===== config.mk =====
export PLATFORM = sky130hd
export DESIGN_NAME = bcd_conv_sched_flat
export DESIGN_NICKNAME = d
export VERILOG_FILES = /design/src/rtl/bcd_conv_sched_pkg.sv /design/src/rtl/bcd_conv_sched_if.sv /design/src/rtl/bcd_conv_sched_rr_arbiter.sv /design/src/rtl/bcd_conv_sched.sv /design/src/flat_wrapper.sv
export SDC_FILE = /design/constraint.sdc
export NUM_CORES = 1
export LEC_CHECK = 0
export CELL_PAD_IN_SITES_DETAIL_PLACEMENT = 0
export CELL_PAD_IN_SITES_GLOBAL_PLACEMENT = 1
export CORE_ASPECT_RATIO = 2
export CORE_MARGIN = 2
export CORE_UTILIZATION = 53
export DETAILED_ROUTE_END_ITERATION = 6
export DONT_BUFFER_PORTS = 1
export PLACE_DENSITY = 0.92
export SLEW_MARGIN = 5
export SYNTH_ARGS = -nofsm -noshare
export SYNTH_HDL_FRONTEND = slang
export SYNTH_SLANG_ARGS = --single-unit

===== constraint.sdc =====
create_clock -name clk -period 4.2 [get_ports clk]
set_input_delay 1.26 -clock clk [delete_from_list [all_inputs] [get_ports clk]]
set_output_delay 1.26 -clock clk [all_outputs]
set_load 0.05 [all_outputs]

===== src/rtl/bcd_conv_sched_pkg.sv =====
// Shared types and constants for the round-robin binary-to-BCD converter.
package bcd_pkg;

    typedef enum logic [1:0] {IDLE, SHIFT, DONE} state_t;

    localparam logic [3:0] BLANK_CODE  = 4'hF;
    localparam logic [3:0] ADD3_THRESH = 4'd5;

    // Requester index width, never narrower than one bit.
    function automatic int id_width(input int n);
        return (n < 2) ? 1 : $clog2(n);
    endfunction

endpackage


===== src/rtl/bcd_conv_sched_if.sv =====
// Request/result handshake bundle between requesters, the converter and the display driver.
interface bcd_conv_sched_if
    import bcd_pkg::*;
#(
    parameter int NUM_REQ = 2,
    parameter int BIN_W   = 16,
    parameter int DIGITS  = 5
);
    localparam int ID_W = id_width(NUM_REQ);

    logic [NUM_REQ-1:0]       req_valid;
    logic [NUM_REQ*BIN_W-1:0] req_bin;
    logic [NUM_REQ-1:0]       req_ready;
    logic                     res_valid;
    logic                     res_ready;
    logic [ID_W-1:0]          res_id;
    logic [DIGITS*4-1:0]      res_bcd;
    logic                     busy;

    modport master (
        output req_valid, req_bin, res_ready,
        input  req_ready, res_valid, res_id, res_bcd, busy
    );

    modport slave (
        input  req_valid, req_bin, res_ready,
        output req_ready, res_valid, res_id, res_bcd, busy
    );

endinterface


===== src/rtl/bcd_conv_sched_rr_arbiter.sv =====
// Combinational round-robin grant: first asserted request at or above ptr, with wrap.
module rr_arbiter
    import bcd_pkg::*;
#(
    parameter int NUM_REQ = 2
) (
    input  logic [NUM_REQ-1:0]           req,
    input  logic [id_width(NUM_REQ)-1:0] ptr,
    input  logic                         en,
    output logic [NUM_REQ-1:0]           gnt
);
    localparam int ID_W = id_width(NUM_REQ);

    logic            found;
    logic [ID_W-1:0] idx;

    always_comb begin
        gnt   = '0;
        found = 1'b0;
        idx   = '0;
        if (en) begin
            for (int k = 0; k < NUM_REQ; k++) begin
                idx = ID_W'((int'(ptr) + k) % NUM_REQ);
                if (!found && req[idx]) begin
                    gnt[idx] = 1'b1;
                    found    = 1'b1;
                end
            end
        end
    end

endmodule


===== src/rtl/bcd_conv_sched.sv =====
// Shared sequential double-dabble converter serving NUM_REQ requesters round-robin.
// Optional BCD_LEADING_BLANK_EN replaces leading zero digits (above digit 0) with BLANK_CODE.
module bcd_conv_sched
    import bcd_pkg::*;
#(
    parameter int NUM_REQ = 2,
    parameter int BIN_W   = 16,
    parameter int DIGITS  = 5
) (
    input  logic             clk,
    input  logic             rst_n,
    bcd_conv_sched_if.slave  bus
);
    localparam int ID_W  = id_width(NUM_REQ);
    localparam int BCD_W = DIGITS * 4;
    localparam int CNT_W = $clog2(BIN_W + 1);

    state_t             state;
    logic [ID_W-1:0]    rr_ptr;
    logic [CNT_W-1:0]   cnt;
    logic [BIN_W-1:0]   shreg;
    logic [BCD_W-1:0]   acc;
    logic [BCD_W-1:0]   adj;
    logic [BCD_W-1:0]   shifted;
    logic [BCD_W-1:0]   final_bcd;
    logic [NUM_REQ-1:0] gnt;
    logic [ID_W-1:0]    gnt_id;
    logic               res_valid;
    logic [ID_W-1:0]    res_id;
    logic [BCD_W-1:0]   res_bcd;
    logic               busy;

    // Gating with rst_n keeps req_ready low while reset is held.
    rr_arbiter #(.NUM_REQ(NUM_REQ)) u_arb (
        .req (bus.req_valid),
        .ptr (rr_ptr),
        .en  ((state == IDLE) && rst_n),
        .gnt (gnt)
    );

    assign bus.req_ready = gnt;
    assign bus.res_valid = res_valid;
    assign bus.res_id    = res_id;
    assign bus.res_bcd   = res_bcd;
    assign bus.busy      = busy;

    always_comb begin
        gnt_id = '0;
        for (int i = 0; i < NUM_REQ; i++)
            if (gnt[i]) gnt_id = ID_W'(i);
    end

    // Add-3 correction, then the shift; bits carried out of the top digit are dropped.
    always_comb begin
        adj = '0;
        for (int d = 0; d < DIGITS; d++)
            adj[d*4 +: 4] = (acc[d*4 +: 4] >= ADD3_THRESH) ? acc[d*4 +: 4] + 4'd3 : acc[d*4 +: 4];
        shifted = {adj[BCD_W-2:0], shreg[BIN_W-1]};
    end

`ifdef BCD_LEADING_BLANK_EN
    logic lead;
    always_comb begin
        final_bcd = shifted;
        lead      = 1'b1;
        for (int d = DIGITS - 1; d >= 1; d--) begin
            if (lead && shifted[d*4 +: 4] == 4'd0) final_bcd[d*4 +: 4] = BLANK_CODE;
            else                                   lead = 1'b0;
        end
    end
`else
    assign final_bcd = shifted;
`endif

    always_ff @(posedge clk or negedge rst_n) begin
        if (!rst_n) begin
            state     <= IDLE;
            rr_ptr    <= '0;
            cnt       <= '0;
            shreg     <= '0;
            acc       <= '0;
            res_valid <= 1'b0;
            res_id    <= '0;
            res_bcd   <= '0;
            busy      <= 1'b0;
        end else begin
            case (state)
                IDLE: if (|gnt) begin
                    shreg  <= bus.req_bin[gnt_id*BIN_W +: BIN_W];
                    acc    <= '0;
                    res_id <= gnt_id;
                    cnt    <= CNT_W'(BIN_W);
                    rr_ptr <= (gnt_id == ID_W'(NUM_REQ - 1)) ? '0 : gnt_id + 1'b1;
                    busy   <= 1'b1;
                    state  <= SHIFT;
                end
                SHIFT: begin
                    acc   <= shifted;
                    shreg <= shreg << 1;
                    cnt   <= cnt - 1'b1;
                    if (cnt == CNT_W'(1)) begin
                        res_bcd   <= final_bcd;
                        res_valid <= 1'b1;
                        state     <= DONE;
                    end
                end
                DONE: if (bus.res_ready) begin
                    res_valid <= 1'b0;
                    busy      <= 1'b0;
                    state     <= IDLE;
                end
                default: state <= IDLE;
            endcase
        end
    end

endmodule


===== src/flat_wrapper.sv =====
// flat-port wrapper written by rule: the top's interface ports become plain ports
module bcd_conv_sched_flat import bcd_pkg::*;
#(
    parameter int NUM_REQ = 2,
    parameter int BIN_W   = 16,
    parameter int DIGITS  = 5
)
  (clk, rst_n, bus_req_valid, bus_req_bin, bus_res_ready, bus_req_ready, bus_res_valid, bus_res_id, bus_res_bcd, bus_busy);
  bcd_conv_sched_if #(.NUM_REQ(NUM_REQ), .BIN_W(BIN_W), .DIGITS(DIGITS)) bus_i ();
  input  logic clk;
  input  logic rst_n;
  input wire logic [$bits(bus_i.req_valid)-1:0] bus_req_valid;
  input wire logic [$bits(bus_i.req_bin)-1:0] bus_req_bin;
  input wire logic [$bits(bus_i.res_ready)-1:0] bus_res_ready;
  output wire logic [$bits(bus_i.req_ready)-1:0] bus_req_ready;
  output wire logic [$bits(bus_i.res_valid)-1:0] bus_res_valid;
  output wire logic [$bits(bus_i.res_id)-1:0] bus_res_id;
  output wire logic [$bits(bus_i.res_bcd)-1:0] bus_res_bcd;
  output wire logic [$bits(bus_i.busy)-1:0] bus_busy;
  assign bus_i.req_valid = bus_req_valid;
  assign bus_i.req_bin = bus_req_bin;
  assign bus_i.res_ready = bus_res_ready;
  assign bus_req_ready = bus_i.req_ready;
  assign bus_res_valid = bus_i.res_valid;
  assign bus_res_id = bus_i.res_id;
  assign bus_res_bcd = bus_i.res_bcd;
  assign bus_busy = bus_i.busy;
  bcd_conv_sched #(.NUM_REQ(NUM_REQ), .BIN_W(BIN_W), .DIGITS(DIGITS)) u_core (.clk(clk), .rst_n(rst_n), .bus(bus_i));
endmodule

==> results by group, run 1 <==
Status
  – Status: complete, no violations

Yosys
  – Synth Area in XOR/XNOR: 0.0188
  – Simple-Gate Fraction of Synth Area: 0.110
  – Mapped Area: 3270 um^2
  – Adder-cell share of the synthesized area: 0.0459
  – Yosys reg bits: 67
  – Synth Area in Compound Gates: 0.171
  – Largest family of logic cells by synthesized area: compound AO/OA/AOI/OAI gates
  – Synth Warn #: 0
  – Net Count, Synth: 351
  – Cell variety after synth: 34
  – Register area share after synthesis: 0.513
  – Gate Count Post-Synth: 302
  – Mean Syn Cell Area: 10.8 um^2
  – Mux cell area share after synthesis: 0.0992

Timing
  – Post-Route Setup TNS: 0 ps
  – Least-Margin Pin Slew: 592 ps
  – RSZ-0062 raised after global routing: no
  – Fmax: 298 MHz
  – Final hold vios: 0
  – Tcrit/Tclk final: 0.798
  – Max-slew violations: 0
  – Min Tclk post-route: 3350 ps
  – Final Skew: 6.49 ps
  – Finish-stage setup viols: 0
  – Slew HR: 0.604

Floorplan
  – I/O pins: 62
  – Die height: 115 um
  – Initial Utilization: 0.544
  – Core ar.: 6010 um^2
  – # rows: 40
  – Die Wd: 59.5 um
  – Die ar.: 6850 um^2

Setup path
  – WP buf/inv: 2
  – Crit path capture type: output port
  – Startpoint types: primary input
  – Setup Crit Path Kind: primary input to output port
  – CP required: 2940 ps
  – Crit path max-delay family: simple AND/OR/NAND/NOR gates
  – Critical Path Max Stage Delay: 410 ps
  – Crit path cell chain: inv_1, o21ai_4, nor4b_2, buf_4
  – Max FO, Critical Path: 4
  – Crit path DAT: 2090 ps
  – Slowest CP cell: nor4b_2

GRT
  – Vias in the first global route: 2,277
  – Initial antenna violation count: 0
  – Largest net degree at the start of global routing: 71
  – Total GRT Usage: 0.207
  – First-pass GRT wire length: 10.5 mm
  – Total grt overflow: 0

Clock network
  – Root buf cell: clkbuf_16
  – CTS tree: yes
  – CTS resizes: 0
  – Clock Sinks: 67
  – CTS Buf Count: 9
  – Clk Latency, worst-skew pair: 330 ps
  – Post-CTS Hold Buffers: 0
  – Bufs on Longest Clock Path: 2
  – Reg clk slew, reported paths: 50 ps
  – H-tree levels: 3
  – Post-CTS Setup Repair Bufs: 0

Detailed routing
  – Via count: 2,247
  – DR pass1 iterations: 4
  – Routed Antenna Nets: 0
  – DRC Markers: 0
  – Routed wire length: 6.20 mm
  – WL per Instance: 16.8 um
  – Via density: 6.07
  – Initial DRC Count: 78

Power and ir drop
  – Pint: 1.87 mW
  – Flop pwr share: 0.460
  – Combinational share of power: 0.303
  – VDD IR-drop max: 0.593 mV
  – P_sw: 1.33 mW
  – Clk pwr share: 0.237
  – PwrDens: 885 nW/um^2
  – Switching Share: 0.416
  – Total power: 3.20 mW
  – Leak: 1.69 nW

Final layout
  – Most common cell after layout, fill and taps aside: dfrtp_1
  – Layout cells sized above 1: 0.0847
  – Most frequent cells in the layout: dfrtp_1, o21ai_0, nand2_1
  – Post-layout util: 0.602
  – Syn-to-layout area delta: 10.6%
  – Nets: 351
  – # diodes: 0

Placed design
  – Placer congestion estimate: 0.745
  – Placed wire-length estimate: 4.28 mm
  – Port bufs: 0

Run
  – Number of max-cap violations: 0

Hold path
  – Hold Crit Class: flip-flop to flip-flop
==> worst reg2reg max path: stages, from the launching register on <==
cell and delay [ps]:
dfrtp_1 490, nor2b_2 190, buf_4 340, nand2_2 440
mux2_1 470
==> final timing paths <==
check,start,endpoint,slack [ps],depth (start not counted)
max in group asynchronous,rst_n,u_core.bus.res_bcd[13],3460,0
max reg2reg,u_core.state[0],u_core.bus.res_bcd[14],2160,4
min,u_core.acc[17],u_core.acc[17],500,1
max,bus_req_valid[0],bus_req_ready[1],850,4
min in group asynchronous,rst_n,u_core.bus.res_bcd[11],620,0
min reg2reg,u_core.acc[17],u_core.acc[17],500,1
==> cells in the mapped netlist, drive strengths merged <==
| cell | instances | area (um^2) |
|---|---|---|
| a21oi | 14 | 70.1 |
| a221o | 1 | 10.0 |
| a22o | 11 | 96.3 |
| a22oi | 15 | 113 |
| and2 | 2 | 12.5 |
| and3 | 1 | 6.26 |
| buf | 11 | 66.3 |
| clkbuf | 5 | 18.8 |
| dfrtp | 67 | 1680 |
| ha | 12 | 150 |
| inv | 14 | 52.6 |
| mux2 | 11 | 124 |
| mux2i | 20 | 200 |
| nand2 | 28 | 108 |
| nand2b | 7 | 43.8 |
| nand3 | 6 | 30.0 |
| nand3b | 1 | 7.51 |
| nor2b | 1 | 6.26 |
| nor3 | 5 | 25.0 |
| nor3b | 10 | 75.1 |
| nor4b | 3 | 38.8 |
| o21a | 1 | 7.51 |
| o21ai | 45 | 236 |
| o21ba | 1 | 10.0 |
| o21bai | 2 | 15.0 |
| or4 | 1 | 7.51 |
| xnor2 | 6 | 52.6 |
| xor2 | 1 | 8.76 |
==> area by class of cell <==
class,instances,area [um^2]
Sequential cell,67,1680
Clock inverter,1,30.0
Multi-Input combinational cell,205,1460
Inverter,14,52.6
Fill cell,515,2390
Tap cell,63,78.8
Timing Repair Buffer,5,37.5
Clock buffer,15,278
==> logic make-up after synthesis <==
| group | count (synthesis) |
|---|---|
| AOI/OAI and AO/OA | 90 |
| muxes | 31 |
| and+or+nand+nor | 65 |
| xor gates and xnor gates | 7 |
| adders and majority gates | 12 |
| buffers and inverters | 30 |
| DFF | 67 |
==> sequential cells by signal (all words and copies together), names as in the netlist <==
signal / cells
u_core.bus.res_valid: 1
u_core.rr_ptr: 1
u_core.bus.res_id: 1
u_core.cnt: 5
u_core.acc: 20
u_core.state: 2
u_core.shreg: 16
u_core.bus.res_bcd: 20
u_core.bus.busy: 1
==> power by group through the flow <==
stage                     Sequential [mW]  Clock (mW)  Combinational, mW
after detailed placement             1.48           0              0.987
after global placement               1.47           0              0.942
after global routing                 1.51       0.809               1.12
final                                1.47       0.758              0.969
after floorplan                      1.41           0              0.817
after CTS                            1.47       0.770              0.994
==> per-stage QoR <==
step	instance area (um^2)	std cells	hold slack (ps)	setup WS (ps)
floorplan	3270	302	466	881
global placement	3310	354	490	897
detailed placement	3310	354	494	858
CTS	3610	370	510	862
global route	3610	370	536	791
finish	3610	370	504	848
==> layer usage <==
layer  track usage  wire, um
met5             0         0
met4         0.120       165
met3        0.0472       208
met2         0.360      3520
met1         0.219      2310
No activity file was read; power rests on OpenSTA's default activity.
==> run 2, diff against run 1 <==
--- a/config.mk
+++ b/config.mk
@@ -9,10 +9,10 @@
 export CELL_PAD_IN_SITES_GLOBAL_PLACEMENT = 1
 export CORE_ASPECT_RATIO = 2
 export CORE_MARGIN = 2
-export CORE_UTILIZATION = 53
+export CORE_UTILIZATION = 49
 export DETAILED_ROUTE_END_ITERATION = 6
 export DONT_BUFFER_PORTS = 1
-export PLACE_DENSITY = 0.92
+export PLACE_DENSITY = 0.87
 export SLEW_MARGIN = 5
 export SYNTH_ARGS = -nofsm -noshare
 export SYNTH_HDL_FRONTEND = slang
==> constraint.sdc (replaced) <==
create_clock -name clk -period 3.1 [get_ports clk]
set_input_delay 0.93 -clock clk [delete_from_list [all_inputs] [get_ports clk]]
set_output_delay 0.93 -clock clk [all_outputs]
set_load 0.05 [all_outputs]
==> results by group, run 2 (synthesized netlist as in run 1, its figures left out) <==
Setup path
  – WP depth: 2 (was 4)
  – Crit path cell chain: nor3b_1, and3_1 (was inv_1, o21ai_4, nor4b_2, buf_4)
  – Crit path max-delay family: simple AND/OR/NAND/NOR gates (unchanged)
  – Max FO, Critical Path: 70 (was 4)
  – Setup Crit Path Kind: primary input to output port (unchanged)
  – Crit path DAT: 1710 ps (was 2090 ps)
  – Crit path capture type: output port (unchanged)
  – WP buf/inv: 0 (was 2)
  – Slowest CP cell: and3_1 (was nor4b_2)
  – CP required: 2170 ps (was 2940 ps)
  – Startpoint types: primary input (unchanged)
  – Critical Path Max Stage Delay: 570 ps (was 410 ps)
  – Reg2reg path depth: 5 (was 4)

Power and ir drop
  – Pint: 2.43 mW (was 1.87 mW)
  – Clk pwr share: 0.218 (was 0.237)
  – Leak: 1.68 nW (was 1.69 nW)
  – Flop pwr share: 0.470 (was 0.460)
  – VDD IR-drop max: 0.551 mV (was 0.593 mV)
  – Total power: 4.22 mW (was 3.20 mW)
  – Combinational share of power: 0.312 (was 0.303)
  – Switching Share: 0.424 (was 0.416)
  – P_sw: 1.79 mW (was 1.33 mW)
  – PwrDens: 1170 nW/um^2 (was 885 nW/um^2)

Final layout
  – Fillers: 605 (was 515)
  – Most frequent cells in the layout: dfrtp_1, o21ai_0, nand2_1 (unchanged)
  – Area occupied by multi-input gates: 1460 um^2 (unchanged)
  – Syn-to-layout area delta: 10.7% (was 10.6%)
  – Register Area: 1680 um^2 (unchanged)
  – Biggest regs: u_core.acc x20, u_core.bus.res_bcd x20, u_core.shreg x16 (unchanged)
  – Most common cell after layout, fill and taps aside: dfrtp_1 (unchanged)
  – # diodes: 0 (unchanged)
  – Nets: 352 (was 351)
  – Layout cells sized above 1: 0.0877 (was 0.0847)

Detailed routing
  – Via count: 2,221 (was 2,247)
  – Via density: 5.61 (was 6.07)
  – Initial DRC Count: 118 (was 78)
  – WL per Instance: 15.0 um (was 16.8 um)
  – Routed Antenna Nets: 0 (unchanged)
  – Routed wire length: 5.94 mm (was 6.20 mm)
  – DR pass1 iterations: 4 (unchanged)
  – DRC Markers: 0 (unchanged)

Timing
  – Least-Margin Pin Slew: 588 ps (was 592 ps)
  – Hold Slack: 294 ps (was 504 ps)
  – Tcrit/Tclk final: 0.852
  – Fmax: 379 MHz
  – Min Tclk post-route: 2640 ps
  – Max-slew violations: 0 (unchanged)
  – Finish-stage setup viols: 0 (unchanged)
  – Post-Route Setup TNS: 0 ps (unchanged)
  – Final Skew: 3.38 ps (was 6.49 ps)
  – Final hold vios: 0 (unchanged)
  – Slew HR: 0.607 (was 0.604)
  – RSZ-0062 raised after global routing: no (unchanged)

GRT
  – Largest net degree at the start of global routing: 71 (unchanged)
  – Vias in the first global route: 2,203 (was 2,277)
  – First-pass GRT wire length: 10.0 mm (was 10.5 mm)
  – Total grt overflow: 0 (unchanged)
  – Total GRT Usage: 0.182 (was 0.207)
  – Initial antenna violation count: 0 (unchanged)

Floorplan
  – Die Wd: 61.7 um (was 59.5 um)
  – Core ar.: 6520 um^2 (was 6010 um^2)
  – # rows: 42 (was 40)
  – Initial Utilization: 0.502 (was 0.544)
  – I/O pins: 62 (unchanged)
  – Die ar.: 7380 um^2 (was 6850 um^2)
  – Die height: 119 um (was 115 um)

Clock network
  – CTS resizes: 0 (unchanged)
  – Reg clk slew, reported paths: 50 ps (about the same)
  – H-tree levels: 3 (unchanged)
  – Root buf cell: clkbuf_16 (unchanged)
  – Clock Sinks: 67 (unchanged)
  – CTS tree: yes (unchanged)
  – Post-CTS Setup Repair Bufs: 0 (unchanged)
  – Post-CTS Hold Buffers: 0 (unchanged)
  – Bufs on Longest Clock Path: 2 (unchanged)
  – Clk Latency, worst-skew pair: 330 ps (about the same)
  – CTS Buf Count: 9 (unchanged)

Run
  – Number of max-cap violations: 0 (unchanged)

Placed design
  – Port bufs: 0 (unchanged)
  – Placer congestion estimate: 0.759 (was 0.745)
  – Placed wire-length estimate: 3.95 mm (was 4.28 mm)

Status
  – Status: complete, no violations (unchanged)

Hold path
  – Hold Crit Class: primary input to async pin (was flip-flop to flip-flop)
==> run 2: changes by cell type in the layout (fill, tap and decap cells not counted) <==
cell       delta
clkbuf_8      -1
clkinv_2      +2
buf_4         +1
bufinv_16     -1
==> run 2: area by class of cell <==
cell class              instances  area share
flip-flops and latches         67       0.463
multi-input cells             205       0.404
clock buffers                  14      0.0730
well taps                      88      0.0304
inverters                      14      0.0145
repair buffers                  6      0.0124
clock inverters                 2     0.00277
==> run 2: power by group through the flow <==
stage | sequential (mW) | clock [mW] | combinational (mW)
after detailed placement | 1.99 | 0 | 1.33
after floorplan | 1.91 | 0 | 1.11
final | 1.98 | 0.921 | 1.32
after CTS | 1.98 | 0.947 | 1.34
after global placement | 1.98 | 0 | 1.27
after global routing | 2.04 | 0.987 | 1.51
==> run 2: routing by layer <==
layer,track usage,wire length (um)
met1,0.233,2650
met2,0.276,2870
met3,0.0593,300
met4,0.0798,113
met5,0,0
==> run 2: path summary, 6_finish.rpt <==
kind | start | endpoint | slack (ps)
setup / recovery | rst_n | bus_req_ready[0] | 460
hold / removal | rst_n | u_core.shreg[7] | 290
setup reg to reg | u_core.cnt[1] | u_core.bus.res_bcd[14] | 1260
hold reg to reg | u_core.shreg[7] | u_core.shreg[7] | 500
max in group asynchronous | rst_n | u_core.bus.res_bcd[12] | 2710
min in group clk | u_core.shreg[7] | u_core.shreg[7] | 500
==> run 2: stage by stage <==
stage	std cells	cell area, um^2	worst slack (ps)	utilization
2_1_floorplan	302	3270	441	-
3_3_place_gp	380	3340	478	0.513
3_5_place_dp	380	3340	467	0.513
4_1_cts	396	3620	458	0.555
5_1_grt	396	3620	410	0.555
6_report	396	3620	459	0.555
